### src/rtl/mem_port_arbiter.sv
// mem_port_arbiter: shares one memory port between instruction fetch (I)
// and load/store (D). Requests are level-held. One transaction is in flight
// at a time. Each transaction ends with a one-cycle registered done pulse
// that carries rdata and err.
// Optional feature macro: MEM_PORT_ARB_RR_EN
//   When it is defined, round-robin arbitration is used on contention.
//   When it is undefined, D has fixed priority over I.
module mem_port_arbiter #(
   parameter int ADDR_W  = 32,
   parameter int DATA_W  = 32,
   parameter int TIMEOUT = 16
) (
   input  logic              clk,
   input  logic              rst,
   input  logic              i_req,
   input  logic [ADDR_W-1:0] i_addr,
   output logic              i_done,
   output logic [DATA_W-1:0] i_rdata,
   output logic              i_err,
   input  logic              d_req,
   input  logic              d_we,
   input  logic [2:0]        d_len,
   input  logic [ADDR_W-1:0] d_addr,
   input  logic [DATA_W-1:0] d_wdata,
   output logic              d_done,
   output logic [DATA_W-1:0] d_rdata,
   output logic              d_err,
   output logic              mem_req,
   output logic              mem_we,
   output logic [2:0]        mem_len,
   output logic [ADDR_W-1:0] mem_addr,
   output logic [DATA_W-1:0] mem_wdata,
   input  logic              mem_ready,
   input  logic [DATA_W-1:0] mem_rdata
);

   localparam int CNT_W = (TIMEOUT > 1) ? $clog2(TIMEOUT) : 1;

   typedef enum logic [1:0] {IDLE, BUSY, DONE} state_t;

   state_t              state, state_n;
   logic                own_d;       // owner of the transaction in flight
   logic                gnt_d;       // D wins this IDLE-cycle arbitration
   logic                any_req;
   logic                req_ok;
   logic                timeout_hit;
   logic [CNT_W-1:0]    cnt;
   logic                sel_we;
   logic [2:0]          sel_len;
   logic [ADDR_W-1:0]   sel_addr;
   logic [DATA_W-1:0]   sel_wdata;

   assign any_req = i_req | d_req;

`ifdef MEM_PORT_ARB_RR_EN
   logic last_d;   // 1: D owned the last grant, 0: I owned it

   // On contention, grant the side that did not own the last grant
   assign gnt_d = d_req & (~i_req | ~last_d);

   // Track the last owner on every grant, including grants of invalid requests
   always_ff @(posedge clk) begin
      if (rst)
         last_d <= 1'b0;
      else if (state == IDLE && any_req)
         last_d <= gnt_d;
   end
`else
   // Fixed priority: D over I
   assign gnt_d = d_req;
`endif

   // Select the winner's fields. Fetch is always a 4-byte read
   always_comb begin
      sel_we    = 1'b0;
      sel_len   = 3'd4;
      sel_addr  = i_addr;
      sel_wdata = '0;
      if (gnt_d) begin
         sel_we    = d_we;
         sel_len   = d_len;
         sel_addr  = d_addr;
         sel_wdata = d_wdata;
      end
   end

   // Length and natural-alignment check on the selected request
   always_comb begin
      req_ok = 1'b0;
      case (sel_len)
         3'd1:    req_ok = 1'b1;
         3'd2:    req_ok = ~sel_addr[0];
         3'd4:    req_ok = (sel_addr[1:0] == 2'b00);
         default: req_ok = 1'b0;
      endcase
   end

   // Abort once the counter reaches TIMEOUT-1 with no mem_ready
   assign timeout_hit = (TIMEOUT > 0) && !mem_ready && (cnt == CNT_W'(TIMEOUT - 1));

   // State register
   always_ff @(posedge clk) begin
      if (rst) state <= IDLE;
      else     state <= state_n;
   end

   // Next-state logic
   always_comb begin
      state_n = state;
      case (state)
         IDLE: if (any_req) state_n = req_ok ? BUSY : DONE;
         BUSY: if (mem_ready || timeout_hit) state_n = DONE;
         DONE: state_n = IDLE;
         default: state_n = IDLE;
      endcase
   end

   // Latch the request, drive the memory port and register the completion
   always_ff @(posedge clk) begin
      if (rst) begin
         own_d     <= 1'b0;
         cnt       <= '0;
         mem_req   <= 1'b0;
         mem_we    <= 1'b0;
         mem_len   <= 3'd0;
         mem_addr  <= '0;
         mem_wdata <= '0;
         i_done    <= 1'b0;
         i_err     <= 1'b0;
         i_rdata   <= '0;
         d_done    <= 1'b0;
         d_err     <= 1'b0;
         d_rdata   <= '0;
      end else begin
         i_done  <= 1'b0;
         i_err   <= 1'b0;
         i_rdata <= '0;
         d_done  <= 1'b0;
         d_err   <= 1'b0;
         d_rdata <= '0;
         case (state)
            IDLE: begin
               if (any_req) begin
                  own_d     <= gnt_d;
                  mem_we    <= sel_we;
                  mem_len   <= sel_len;
                  mem_addr  <= sel_addr;
                  mem_wdata <= sel_wdata;
                  cnt       <= '0;
                  mem_req   <= req_ok;
                  // An invalid request completes at once with an error
                  if (!req_ok) begin
                     if (gnt_d) begin
                        d_done <= 1'b1;
                        d_err  <= 1'b1;
                     end else begin
                        i_done <= 1'b1;
                        i_err  <= 1'b1;
                     end
                  end
               end
            end
            BUSY: begin
               if (mem_ready) begin
                  mem_req <= 1'b0;
                  if (own_d) begin
                     d_done  <= 1'b1;
                     d_rdata <= mem_we ? '0 : mem_rdata;
                  end else begin
                     i_done  <= 1'b1;
                     i_rdata <= mem_rdata;
                  end
               end else if (timeout_hit) begin
                  mem_req <= 1'b0;
                  if (own_d) begin
                     d_done <= 1'b1;
                     d_err  <= 1'b1;
                  end else begin
                     i_done <= 1'b1;
                     i_err  <= 1'b1;
                  end
               end else begin
                  cnt <= cnt + 1'b1;
               end
            end
            default: ;
         endcase
      end
   end

endmodule

### config.mk
export PLATFORM = sky130hd
export DESIGN_NAME = mem_port_arbiter
export DESIGN_NICKNAME = d
export VERILOG_FILES = /design/src/rtl/mem_port_arbiter.sv
export SDC_FILE = /design/constraint.sdc
export NUM_CORES = 1
export LEC_CHECK = 0
export CELL_PAD_IN_SITES_DETAIL_PLACEMENT = 1
export CELL_PAD_IN_SITES_GLOBAL_PLACEMENT = 2
export CORE_AREA = 2 2 162 164
export CTS_CLUSTER_SIZE = 14
export DETAILED_ROUTE_END_ITERATION = 10
export DIE_AREA = 0 0 164 166
export PLACE_DENSITY = 0.74
export SETUP_SLACK_MARGIN = 0.3
export SKIP_LAST_GASP = 1
export SLEW_MARGIN = 0
export SYNTH_ARGS = -nofsm -noshare
export SYNTH_HDL_FRONTEND = slang
export SYNTH_SLANG_ARGS = --single-unit
### constraint.sdc
create_clock -name clk -period 1.6 [get_ports clk]
set_clock_uncertainty 0.2 [all_clocks]
set_input_delay 0.16 -clock clk [delete_from_list [all_inputs] [get_ports clk]]
set_output_delay 0.16 -clock clk [all_outputs]
set_load 0.05 [all_outputs]
==> metrics.md, run 1 <==
| Metric | Value |
|---|---|
| Status | finished clean |
| Number of setup violations in the final report | 0 |
| Total number of vias | between 4000 and 5000 |
| Post-synthesis register bit count | approximately 140 |
| First-pass GRT wire length | roughly 26 mm |
| # diodes | 0 |
| Final hold violation count | 0 |
| Vias in the first global route | ~4600 |
| Data arrival time of the worst path | 1.70 ns |
| Max-slew violation count | 0 |
| Synth top area cells | sky130_fd_sc_hd__dfxtp_1 60%, sky130_fd_sc_hd__and2_1 8.5%, sky130_fd_sc_hd__a22o_1 6.4% |
| Sinks on Clock Net | around 140 |
| Element type at the critical path end | flip-flop |
| Largest net degree at the start of global routing | a little over 40 |
| Post-placement cell area | 7990 µm² |
| Max H-tree Level | 4 |
| Maximum VDD drop | around 0.55 mV |
| Clock tree from TritonCTS | yes |
| Synthesized net count | ~580 |
| Class of the most critical hold timing path | in2reg |
| Post-synthesis average cell area | about 11 µm² |
| Die Span Y | ~170 µm |
| Static leakage | 0.00406 µW |
| Total clock buffers created by CTS | 17 |
| Remaining design rule violation count | 0 |
| Count of yosys warnings during synthesis | 0 |
| Count of pins on the block boundary | between 200 and 300 |
| Count of antenna-violating nets left after detailed routing | 0 |
| Fraction of the yosys area taken by sequential cells | around three fifths |
| Number of cells on the worst reg-to-reg path | 5 |
| Tightest slew margin relative to the limit | 76.1% |
| Total of max-cap violations | 0 |
| Area inside the core boundary | 25600 µm² |
| Detailed-routing iteration count for the pre-antenna-repair pass | 4 |
| Worst flop-to-flop path startpoint | state[1] |
| Cells after synthesis | 446 |
| Number of vias per cell after detailed routing | ~4.0 |
| Fraction of layout cells with a size suffix above 1 | between 40 and 50% |
| Type of origin of the critical path | input pin |
| Worst skew pair latency | around 0.4 ns |
| Routed length per placed instance | approximately 16 µm |
| Design area | a little under 10000 µm² |
| Beginning of the critical path | d_req |
| Filler-free cell count of the finished design | 1119 |
| Setup repair after global routing missed its margin | yes |
| GR Util All Layers | ~12% |
| Count of standard-cell rows | approximately 60 |
| Dominant cell type by area after synthesis | sky130_fd_sc_hd__dfxtp_1 |
| Clock period minus final worst setup slack | ~1.6 ns |
| Iteration-0 DRC Markers | roughly 150 |
| Clock tree buffer depth | 2 |
| Power per Cell Area | around 1000 nW/µm² |
| R2R Path End | cnt[1] |
| Number of nets in the layout | around 910 |
| Global route total overflow | 0 |
| Timing endpoint of the critical path | mem_wdata[2] |
| Distinct cell type count of the synthesized netlist | 40 |
| Fin util | 38.7% |
| Hold Slack | around 0.023 ns |
| Growth of design area from synthesis to finish | 106% |
| Setup CP Type | in2reg |
| Root buffer selected by CTS | sky130_fd_sc_hd__clkbuf_16 |
| Pin slew with the least headroom to its limit | 0.359 ns |
| Area share of the largest cell type after synthesis | between 60% and 70% |
| Total of buffers placed on input and output ports | between 200 and 300 |
| Worst-path fanout max | 7 |
| Dpl cells | roughly 1100 |
| Total half-perimeter wirelength after legalization and detailed placement | between 10 and 15 mm |
| Clock-pin transition on the worst setup and hold timing paths | ~0.060 ns |
| Routed wire length | approximately 18 mm |
| Maximum clock frequency | 625 MHz |
| Die Footprint | roughly 27000 µm² |
| Final period util | roughly 100% |
| Die width | 164 µm |
| Req. time, crit path | 1.70 ns |
| GPL Wtd Cong | between 0.7 and 0.8 |
| Initial antenna violation count | 0 |
| Cell Area, Synth | ~4800 µm² |
| Register-to-register path setup slack | roughly 0.010 ns |
| Initial Util | 18.8% |
## worst min path at each step
stage	cells past startpoint	end	slack, ns	from
floorplan	1	d_err	0.08	mem_ready
global placement	1	mem_addr[17]	0.26	mem_addr[17]
detailed placement	1	mem_addr[9]	0.26	mem_addr[9]
CTS	3	mem_len[2]	0.01	rst
global route	3	mem_len[2]	0.04	rst
finish	3	mem_len[2]	0.02	rst
## metrics by stage
| stage | setup WS, ns | setup TNS (ns) | total power (µW) |
|---|---|---|---|
| floorplan | 0.0895 | 0 | 4910 |
| global placement | -0.288 | -19.46 | 5850 |
| detailed placement | -0.321 | -20.89 | 5860 |
| CTS | 0.00699 | 0 | 10400 |
| global route | -0.0504 | -1.81 | 10800 |
| finish | 0.000503 | 0 | 10400 |
## where the power goes
| part | switching (µW) | total, µW | internal (µW) |
|---|---|---|---|
| Clock | 1730 | 4080 | 2360 |
| Sequential | 155 | 3950 | 3790 |
| Combinational | 1130 | 2330 | 1200 |
## synth_stat cells (all sizes together)
master	number
nand2b	1
buf	19
and2	65
o22ai	3
a221o	3
a31oi	24
o2bb2ai	6
o32ai	1
a211o	1
nand2	52
xor2	3
nand3	5
a211oi	2
nor4b	1
mux2i	3
dfxtp	144
a32o	1
ha	1
o31ai	1
nor3b	3
a22oi	5
or4	1
nor2	13
clkbuf	12
o21ai	3
a21o	1
and3	4
inv	3
nor3	6
or3	1
a22o	35
a21oi	1
nand3b	22
## repair_timing
action,4_1_cts,5_1_grt
endpoints found under the setup margin,256,261
pin swaps,34,25
buffers inserted,10,9
gates resized for setup,158,156
cloned,6,4
hold buffers,0,0
## layer usage
layer | global-route usage (%) | routed length [µm]
met1 | 14.3 | 7310
met2 | 20.7 | 8640
met3 | 4.60 | 1370
met4 | 4.00 | 272
met5 | 0 | 0
## kinds of logic after synthesis
family | synth area share [%]
compound gates | 14.0
simple gates | 20.8
mux | 0.625
buf+inv | 3.72
fa+ha+maj | 0.260
flops | 60.0
xor+xnor | 0.547
## worst max-delay path, stage by stage
cell	delay, ns
sky130_fd_sc_hd__clkdlybuf4s50_1	0.60
sky130_fd_sc_hd__nor2_4	0.08
sky130_fd_sc_hd__nor3_4	0.20
sky130_fd_sc_hd__buf_6	0.13
sky130_fd_sc_hd__nor2_4	0.05
sky130_fd_sc_hd__buf_12	0.15
sky130_fd_sc_hd__buf_8	0.13
sky130_fd_sc_hd__a22o_1	0.20
## cells in the final DEF (no fill, tap or decap), types with 4 or more instances in the layout
master                            instances
sky130_fd_sc_hd__clkbuf_16               20
sky130_fd_sc_hd__buf_16                   5
sky130_fd_sc_hd__inv_8                    4
sky130_fd_sc_hd__nor2_4                   4
sky130_fd_sc_hd__nand3b_1                22
sky130_fd_sc_hd__nand2_1                 48
sky130_fd_sc_hd__nor2_1                   8
sky130_fd_sc_hd__inv_6                    4
sky130_fd_sc_hd__and2_4                   9
sky130_fd_sc_hd__a31oi_1                 23
sky130_fd_sc_hd__dfxtp_2                105
sky130_fd_sc_hd__buf_6                   94
sky130_fd_sc_hd__nor3_1                   5
sky130_fd_sc_hd__buf_4                   37
sky130_fd_sc_hd__a22o_1                  35
sky130_fd_sc_hd__dfxtp_1                 34
sky130_fd_sc_hd__clkdlybuf4s50_1        135
sky130_fd_sc_hd__o2bb2ai_1                6
sky130_fd_sc_hd__buf_8                   37
sky130_fd_sc_hd__a22oi_1                  5
sky130_fd_sc_hd__dfxtp_4                  5
sky130_fd_sc_hd__buf_12                  25
sky130_fd_sc_hd__and3_1                   4
sky130_fd_sc_hd__and2_1                  56
## final cells by class
cell class                 instances  area (µm²)
clock inverter                    15         174
multi-input combinational        268        1880
clock buffer                      17         425
sequential                       144        3030
tap                              335         419
timing repair buffer             337        3960
inverter                           3        11.3
fill                            2747       15700
## state kept, by name, indices dropped and copies added (netlist names)
name / cells
cnt: 4
d_done: 1
d_err: 1
d_rdata: 32
i_done: 1
i_err: 1
i_rdata: 32
mem_addr: 32
mem_len: 3
mem_req: 1
mem_wdata: 32
mem_we: 1
own_d: 1
state: 2
(Power assumes the default switching activity.)
==> inputs of run 2 (changes only) <==
--- a/config.mk
+++ b/config.mk
@@ -5,15 +5,15 @@
 export SDC_FILE = /design/constraint.sdc
 export NUM_CORES = 1
 export LEC_CHECK = 0
+export ABC_AREA = 1
 export CELL_PAD_IN_SITES_DETAIL_PLACEMENT = 1
 export CELL_PAD_IN_SITES_GLOBAL_PLACEMENT = 2
-export CORE_AREA = 2 2 162 164
+export CORE_AREA = 2 2 167 169
 export CTS_CLUSTER_SIZE = 14
 export DETAILED_ROUTE_END_ITERATION = 10
-export DIE_AREA = 0 0 164 166
-export PLACE_DENSITY = 0.74
+export DIE_AREA = 0 0 169 171
+export PLACE_DENSITY = 0.75
 export SETUP_SLACK_MARGIN = 0.3
-export SKIP_LAST_GASP = 1
 export SLEW_MARGIN = 0
 export SYNTH_ARGS = -nofsm -noshare
 export SYNTH_HDL_FRONTEND = slang
==> run 2 against run 1 <==
Global-route usage increased by 1.4 points. Via count increased by 19%. Fmax increased by 0.83%. Register-to-register slack about the same. Hold slack improved by 0.058 ns. Critical path type is now reg2reg.
==> metrics.md, run 2 <==
| Metric | Value |
|---|---|
| Total clock buffers created by CTS | 17 (unchanged) |
| Worst skew pair latency | 0.42 ns (about the same) |
| Vias in the first global route | 5417 (+17%) |
| Iteration-0 DRC Markers | 181 (+18%) |
| Worst Path Buf+Inv | 4 (unchanged) |
| Static leakage | 0.00488 µW (+20%) |
| Clock tree from TritonCTS | yes |
| Count of antenna-violating nets left after detailed routing | 0 (unchanged) |
| Ordered list of cells on the worst path | inv_8, nand2_8, nor2_8, buf_6, nor2_4, buf_12, clkbuf_16, nand2_2, nand2_1 |
| Routed length per placed instance | 16.9 µm (+7.3%) |
| Maximum VDD drop | 0.561 mV (+1.8%) |
| Cell Area, Synth | 4800 µm² (about the same) |
| Maximum clock frequency | 630 MHz (+0.83%) |
| Commonest cells after routing, fill and taps aside | 141 x sky130_fd_sc_hd__nand2_1, 134 x sky130_fd_sc_hd__clkdlybuf4s50_1, 83 x sky130_fd_sc_hd__dfxtp_2, 82 x sky130_fd_sc_hd__buf_6, 57 x sky130_fd_sc_hd__buf_4 |
| Die Footprint | 28900 µm² (+6.2%) |
| Post-synthesis average cell area | 8.25 µm² (-23%) |
| FILL cells | 2988 (+8.8%) |
| Instance count along the most critical hold path | 3 (unchanged) |
| Final period util | 99.1% (-0.82 points) |
| Number of vias per cell after detailed routing | 4.04 (+1.3%) |
| Cell types with the highest counts after synthesis | 183 x sky130_fd_sc_hd__nand2_1, 144 x sky130_fd_sc_hd__dfxtp_1, 76 x sky130_fd_sc_hd__nor2_1 |
| Switching power as a share of total power | 29.2% (+0.060 points) |
| Setup repair after global routing missed its margin | yes |
| Status | finished clean |
| Ys flop type | sky130_fd_sc_hd__dfxtp_1 |
| Tightest slew margin relative to the limit | 66.0% (-10 points) |
| GR Util All Layers | 13.7% (+1.4 points) |
| Detailed-routing iteration count for the pre-antenna-repair pass | 6 (+2) |
| Largest net degree at the start of global routing | 33 (-20%) |
| Max H-tree Level | 4 (unchanged) |
| Post-placement cell area | 8210 µm² (+2.7%) |
| Remaining design rule violation count | 0 (unchanged) |
| Clock-pin transition on the worst setup and hold timing paths | 0.06 ns (about the same) |
| Growth of design area from synthesis to finish | 133% |
| Slowest library cell on the worst path | sky130_fd_sc_hd__dfxtp_4 |
| Global route total overflow | 0 (unchanged) |
| Synthesized net count | 720 (+23%) |
| Pin slew with the least headroom to its limit | 0.508 ns (+0.149 ns) |
| GPL Wtd Cong | 0.732 (+0.74%) |
| Total number of vias | 5294 (+19%) |
| Worst-path fanout max | 8 (+1) |
| Total half-perimeter wirelength after legalization and detailed placement | 13.3 mm (+9.6%) |
| Power per Cell Area | 1030 nW/µm² (-1.2%) |
| Routed wire length | 22.1 mm (+26%) |
| Number of cells on the critical path | 9 (+1) |
| Class of the most critical hold timing path | in2reg |
| Distinct cell type count of the synthesized netlist | 22 (-45%) |
| Number of nets in the layout | 1088 (+20%) |
| Post-synthesis register bit count | 144 (unchanged) |
| Critical Path Max Stage Delay | 0.39 ns (-0.21 ns) |
| Fraction of the yosys area taken by sequential cells | 60.0% (about the same) |
| Element type at the critical path end | flip-flop |
| Setup CP Type | reg2reg |
| Type of origin of the critical path | flip-flop |
| Final hold violation count | 0 (unchanged) |
| Cells after synthesis | 582 (+30%) |
| Cell family contributing the most delay on the critical path | buffers and inverters |
| Area inside the core boundary | 27300 µm² (+6.7%) |
| Number of flops mapped to enable cells by yosys | 0 (unchanged) |
| Die Span Y | 171 µm (+3.0%) |
| Leading cell type in the layout, fill and taps excluded | sky130_fd_sc_hd__nand2_1 |
| Hold Slack | 0.0814 ns (+0.0580 ns) |
| Count of standard-cell rows | 61 (+3.4%) |
| Total of buffers placed on input and output ports | 273 (unchanged) |
| Count of pins on the block boundary | 274 (unchanged) |
| Count of yosys warnings during synthesis | 0 (unchanged) |
| Synth top area cells | sky130_fd_sc_hd__dfxtp_1 60%, sky130_fd_sc_hd__nand2_1 14%, sky130_fd_sc_hd__nor2_1 5.9% |
| Total of max-cap violations | 0 (unchanged) |
| Most frequent cell after synthesis | sky130_fd_sc_hd__nand2_1 |
| Initial antenna violation count | 1 (+1) |
| Req. time, crit path | 1.76 ns (+0.06 ns) |
| Internal | 8190 µW (+11%) |
| Net switching power | 3370 µW (+12%) |
| Power share of the clock group | 38.8% (-0.6 points) |
| Root buffer selected by CTS | sky130_fd_sc_hd__clkbuf_16 |
| Max-slew violation count | 0 (unchanged) |
| Clock period minus final worst setup slack | 1.59 ns (-0.0131 ns) |
| Design area | 11200 µm² (+13%) |
| Sinks on Clock Net | 144 (unchanged) |
| Area share of the largest cell type after synthesis | 60.0% (about the same) |
| Initial Util | 17.6% (-1.2 points) |
| Fraction of registers with async set or reset after synthesis | 0% (unchanged) |
| First-pass GRT wire length | 30.3 mm (+18%) |
| Sequential power share | 34.6% (-3.5 points) |
| Fraction of layout cells with a size suffix above 1 | 51.8% (+3.7 points) |
| Data arrival time of the worst path | 1.74 ns (+0.04 ns) |
| Number of setup violations in the final report | 0 (unchanged) |
| Die width | 169 µm (+3.0%) |
| Clock tree buffer depth | 2 (unchanged) |
| Number of cells on the worst reg-to-reg path | 9 (+4) |
| Relative contribution of combinational cells to total power | 26.6% (+4.1 points) |
| Setup TNS | 0 ns (unchanged) |
| Dominant cell type by area after synthesis | sky130_fd_sc_hd__dfxtp_1 |
[run 2: worst paths after layout]
check | start | slack (ns) | endpoint
worst max-delay path | state[0] | 0.01 | mem_wdata[10]
worst max register to register | state[0] | 0.01 | mem_wdata[10]
worst min register to register | mem_wdata[18] | 0.25 | mem_wdata[18]
worst min-delay path | mem_rdata[3] | 0.08 | d_rdata[3]
[run 2: cell families (layout without fill, tap and decap cells)]
group,count (synthesis),count (layout),share of synthesized area (%)
buffers and inverters,77,458,7.22
flip-flops,144,144,60.0
adder cells (fa/ha/maj),1,1,0.261
AO/OA/AOI/OAI,52,52,6.54
AND/OR/NAND/NOR,308,308,25.9
other,0,1,0
[run 2: power by group through the flow]
stage	Sequential, µW	Combinational, µW	Clock, µW
global route	4010	3230	4800
finish	3990	3070	4490
floorplan	4560	528	0
global placement	4000	2210	0
detailed placement	4000	2220	0
CTS	3960	2720	4620
[run 2: worst register-to-register path, cell delays in order (launching register included)]
cell	delay [ns]
sky130_fd_sc_hd__dfxtp_4	0.39
sky130_fd_sc_hd__inv_8	0.05
sky130_fd_sc_hd__nand2_8	0.08
sky130_fd_sc_hd__nor2_8	0.04
sky130_fd_sc_hd__buf_6	0.12
sky130_fd_sc_hd__nor2_4	0.19
sky130_fd_sc_hd__buf_12	0.18
sky130_fd_sc_hd__clkbuf_16	0.17
sky130_fd_sc_hd__nand2_2	0.05
sky130_fd_sc_hd__nand2_1	0.06
[run 2: metal layers]
metal | vias to the layer above | routed length [µm] | track usage (%)
li1 | 2575 | - | -
met4 | 0 | 320 | 3.98
met1 | 2507 | 8450 | 14.9
met2 | 191 | 11700 | 24.7
met3 | 21 | 1630 | 5.34
met5 | - | 0 | 0
[run 2: layout make-up]
type	count	area, µm²	share of cell area [%]
repair buffers	380	4650	41.6
flip-flops and latches	144	3070	27.4
multi-input cells	361	2180	19.5
clock buffers	19	443	3.96
well taps	346	433	3.87
clock inverters	13	209	1.87
inverters	46	198	1.77
diodes	1	2.50	0.0224
[run 2: stage by stage]
stage               setup WS [ns]  std cells  total power (µW)  utilization [%]
detailed placement         -0.316       1204              6220             30.1
global route              -0.0302       1310             12000             40.9
global placement           -0.220       1204              6210             30.1
finish                     0.0136       1310             11600             40.9
CTS                        0.0911       1278             11300             35.9
floorplan                   0.232        582              5090                -
[run 2: what timing repair did]
item | 4_1_cts | 5_1_grt
resized for setup | 147 | 325
pin swaps | 24 | 25
setup buffers | 31 | 24
hold buffers | 3 | 0
setup endpoints to repair | 257 | 279
endpoints found under the hold margin | 13 | 0
cloned | 8 | 7
==> inputs of run 3 (changes only) <==
--- a/config.mk
+++ b/config.mk
@@ -8,11 +8,11 @@
 export ABC_AREA = 1
 export CELL_PAD_IN_SITES_DETAIL_PLACEMENT = 1
 export CELL_PAD_IN_SITES_GLOBAL_PLACEMENT = 2
-export CORE_AREA = 2 2 167 169
+export CORE_AREA = 2 2 158 160
 export CTS_CLUSTER_SIZE = 14
 export DETAILED_ROUTE_END_ITERATION = 10
-export DIE_AREA = 0 0 169 171
-export PLACE_DENSITY = 0.75
+export DIE_AREA = 0 0 160 162
+export PLACE_DENSITY = 0.79
 export SETUP_SLACK_MARGIN = 0.3
 export SLEW_MARGIN = 0
 export SYNTH_ARGS = -nofsm -noshare
==> constraint.sdc (replaced) <==
create_clock -name clk -period 1.7 [get_ports clk]
set_clock_uncertainty 0.2 [all_clocks]
set_input_delay 0.17 -clock clk [delete_from_list [all_inputs] [get_ports clk]]
set_output_delay 0.17 -clock clk [all_outputs]
set_load 0.05 [all_outputs]
==> run 3 against run 2 <==
Wire length decreased by 6.1%. Die area decreased by 10%. Fmax decreased by 0.19%. Sequential power decreased by 8.0%. Total power decreased by 14%. Global-route usage increased by 0.77 points. Non-clock buffer count decreased by 32. Critical endpoint is now d_rdata[26]. Largest cell class unchanged.
==> metrics.md, run 3 (same netlist as run 2, synthesis figures left out) <==
| Metric | Value |
|---|---|
| Met3 routing resource usage after global routing | 5.39% (+0.045 points) |
| Remaining design rule violation count | 0 (unchanged) |
| Iteration-0 DRC Markers | 167 (-7.7%) |
| Filler-free cell count of the finished design | 1256 (-4.1%) |
| Clock period minus final worst setup slack | 1.59 ns (+0.00306 ns) |
| Register-to-register path setup slack | 0.11 ns (+0.10 ns) |
| Quantity of hold-fixing buffers added after cts | 0 (-3) |
| Critical Path Max Stage Delay | 0.36 ns (-0.03 ns) |
| Pin slew with the least headroom to its limit | 0.328 ns (-0.181 ns) |
| First-pass GRT wire length | 29.1 mm (-4.1%) |
| Worst skew pair latency | 0.42 ns (about the same) |
| Clock-pin transition on the worst setup and hold timing paths | 0.07 ns (about the same) |
| Leading cell type in the layout, fill and taps excluded | sky130_fd_sc_hd__buf_4 |
| Type of origin of the critical path | flip-flop |
| Total of max-cap violations | 0 (unchanged) |
| Tightest slew margin relative to the limit | 78.1% (+12 points) |
| Cell family contributing the most delay on the critical path | buffers and inverters |
| Number of setup violations in the final report | 0 (unchanged) |
| Die Span Y | 162 µm (-5.3%) |
| Class of the most critical hold timing path | in2reg |
| GPL Wtd Cong | 0.713 (-2.6%) |
| Root buffer selected by CTS | sky130_fd_sc_hd__clkbuf_16 |
| Detailed-routing iteration count for the pre-antenna-repair pass | 5 (-1) |
| Initial Util | 19.9% (+2.3 points) |
| Total number of vias | 5137 (-3.0%) |
| Max H-tree Level | 4 (unchanged) |
| Vias in the first global route | 5229 (-3.5%) |
| Area inside the core boundary | 24100 µm² (-12%) |
| Sinks on Clock Net | 144 (unchanged) |
| Worst Path Buf+Inv | 4 (unchanged) |
| Clock tree buffer depth | 2 (unchanged) |
| Count of pins on the block boundary | 274 (unchanged) |
| Number of cells on the critical path | 8 (-1) |
| Number of cells on the worst reg-to-reg path | 8 (-1) |
| Net switching power | 3190 µW (-5.2%) |
| Routed length per placed instance | 16.5 µm (-2.0%) |
| Setup repair after global routing missed its margin | yes |
| Commonest cells after routing, fill and taps aside | 161 x sky130_fd_sc_hd__buf_4, 137 x sky130_fd_sc_hd__dfxtp_1, 134 x sky130_fd_sc_hd__clkdlybuf4s50_1, 118 x sky130_fd_sc_hd__nand2_1, 54 x sky130_fd_sc_hd__nor2_4 |
| Routed wire length | 20.8 mm (-6.1%) |
| Number of nets in the layout | 1056 (-2.9%) |
| Element type at the critical path end | flip-flop |
| Design area | 9910 µm² (-11%) |
| Switching power as a share of total power | 32.3% (+3.1 points) |
| Setup CP Type | reg2reg |
| Largest net degree at the start of global routing | 32 (-3.0%) |
| GR Util met2 | 25.2% (+0.51 points) |
| Die width | 160 µm (-5.3%) |
| Static leakage | 0.00444 µW (-8.9%) |
| Total of buffers placed on input and output ports | 273 (unchanged) |
| R2R Path End | d_rdata[26] |
| Slowest library cell on the worst path | sky130_fd_sc_hd__dfxtp_4 |
| Worst-path fanout max | 8 (unchanged) |
| Post-placement cell area | 7770 µm² (-5.4%) |
| Total half-perimeter wirelength after legalization and detailed placement | 13.0 mm (-2.0%) |
| FILL cells | 2763 (-7.5%) |
| GR Util All Layers | 14.5% (+0.77 points) |
| Internal | 6690 µW (-18%) |
| Max-slew violation count | 0 (unchanged) |
| Power per Cell Area | 998 nW/µm² (-3.4%) |
| Global route total overflow | 0 (unchanged) |
| Sequential power share | 37.2% (+2.6 points) |
| Relative contribution of combinational cells to total power | 24.6% (-2.0 points) |
| Die Footprint | 25900 µm² (-10%) |
| Count of antenna-violating nets left after detailed routing | 0 (unchanged) |
| Fraction of layout cells with a size suffix above 1 | 43.6% (-8.2 points) |
| Maximum VDD drop | 0.495 mV (-12%) |
| Final hold violation count | 0 (unchanged) |
| Growth of design area from synthesis to finish | 106% |
| Most Crowded Layer GR | met2 |
| Maximum clock frequency | 629 MHz (-0.19%) |
| Initial antenna violation count | 1 (unchanged) |
| Dpl cells | 1180 (-2.0%) |
| Status | finished clean |
| Hold Slack | 0.0786 ns (-0.00277 ns) |
| Instance count along the most critical hold path | 3 (unchanged) |
| Endpoint, Worst Hold | d_done |
| Total clock buffers created by CTS | 17 (unchanged) |
| Worst hold path startpoint | rst |
| Ordered list of cells on the worst path | buf_6, nor2_4, inv_2, nor2_4, nand4_1, buf_6, clkbuf_16, nor2_2 |
| Req. time, crit path | 1.87 ns (+0.11 ns) |
| Data arrival time of the worst path | 1.76 ns (+0.02 ns) |
| Power share of the clock group | 38.2% (-0.6 points) |
| Clock tree from TritonCTS | yes |
| Count of standard-cell rows | 57 (-6.6%) |
| Setup TNS | 0 ns (unchanged) |
| Worst flop-to-flop path startpoint | state[1] |
| Number of vias per cell after detailed routing | 4.09 (+1.2%) |
| Met1 capacity usage during global routing | 16.0% (+1.1 points) |
| Final period util | 93.5% (-5.7 points) |
run 3: changes by cell type in the layout (fill, tap and decap cells not counted), sizes merged:
cell and delta:
bufinv -4, clkbuf -2, dlymetal6s2s +1, dlygate4sd2 -1
clkinvlp -1, inv +7, dlygate4sd3 -3, bufbuf -1
buf -28
run 3: cell type report:
type	instances	area (µm²)	area share, %
Inverter	46	195	1.97
Timing Repair Buffer	348	3460	34.9
Sequential cell	144	2890	29.2
Multi-Input combinational cell	361	2360	23.9
Clock buffer	17	425	4.29
Antenna cell	1	2.50	0.0252
Clock inverter	15	165	1.67
Tap cell	324	405	4.09
run 3: power by group through the flow:
stage	registers, µW	logic [µW]	clock network (µW)
global route	3690	2570	4060
global placement	3720	1890	0
floorplan	4290	467	0
detailed placement	3720	1900	0
CTS	3660	2160	3910
finish	3670	2440	3780
run 3: worst reg2reg max path, cell delays in order, from the launching register on:
cell and delay [ns]:
sky130_fd_sc_hd__dfxtp_4 0.36, sky130_fd_sc_hd__buf_6 0.12, sky130_fd_sc_hd__nor2_4 0.13, sky130_fd_sc_hd__inv_2 0.07, sky130_fd_sc_hd__nor2_4 0.08, sky130_fd_sc_hd__nand4_1 0.11
sky130_fd_sc_hd__buf_6 0.19, sky130_fd_sc_hd__clkbuf_16 0.18, sky130_fd_sc_hd__nor2_2 0.08
run 3: timing repair:
action,CTS,global route
endpoints found under the hold margin,0,0
endpoints found under the setup margin,141,147
setup buffers,21,7
resized for setup,95,186
pin swaps,16,45
gates cloned,8,7
run 3: metrics by stage:
step / setup slack [ns] / utilization, % / power [µW]
after floorplan: 0.317 / - / 4760
after detailed placement: -0.137 / 32.2 / 5620
after global routing: 0.0659 / 41.1 / 10300
after global placement: -0.0928 / 32.2 / 5610
after CTS: 0.178 / 37.5 / 9720
final: 0.111 / 41.1 / 9890
run 3: how the worst max path moves through the flow:
stage	startpoint	to	slack [ns]
2_1_floorplan	state[0]	d_rdata[10]	0.32
6_report	state[1]	d_rdata[26]	0.11
3_3_place_gp	d_req	mem_wdata[2]	-0.09
3_5_place_dp	d_req	mem_wdata[1]	-0.14
5_1_grt	state[0]	mem_addr[28]	0.07
4_1_cts	state[0]	mem_wdata[2]	0.18
run 3: metal layers:
layer,wire length [µm],share of wire [%]
met1,8390,40
met3,1520,7.3
met2,10600,51
met5,0,0
met4,280,1.3
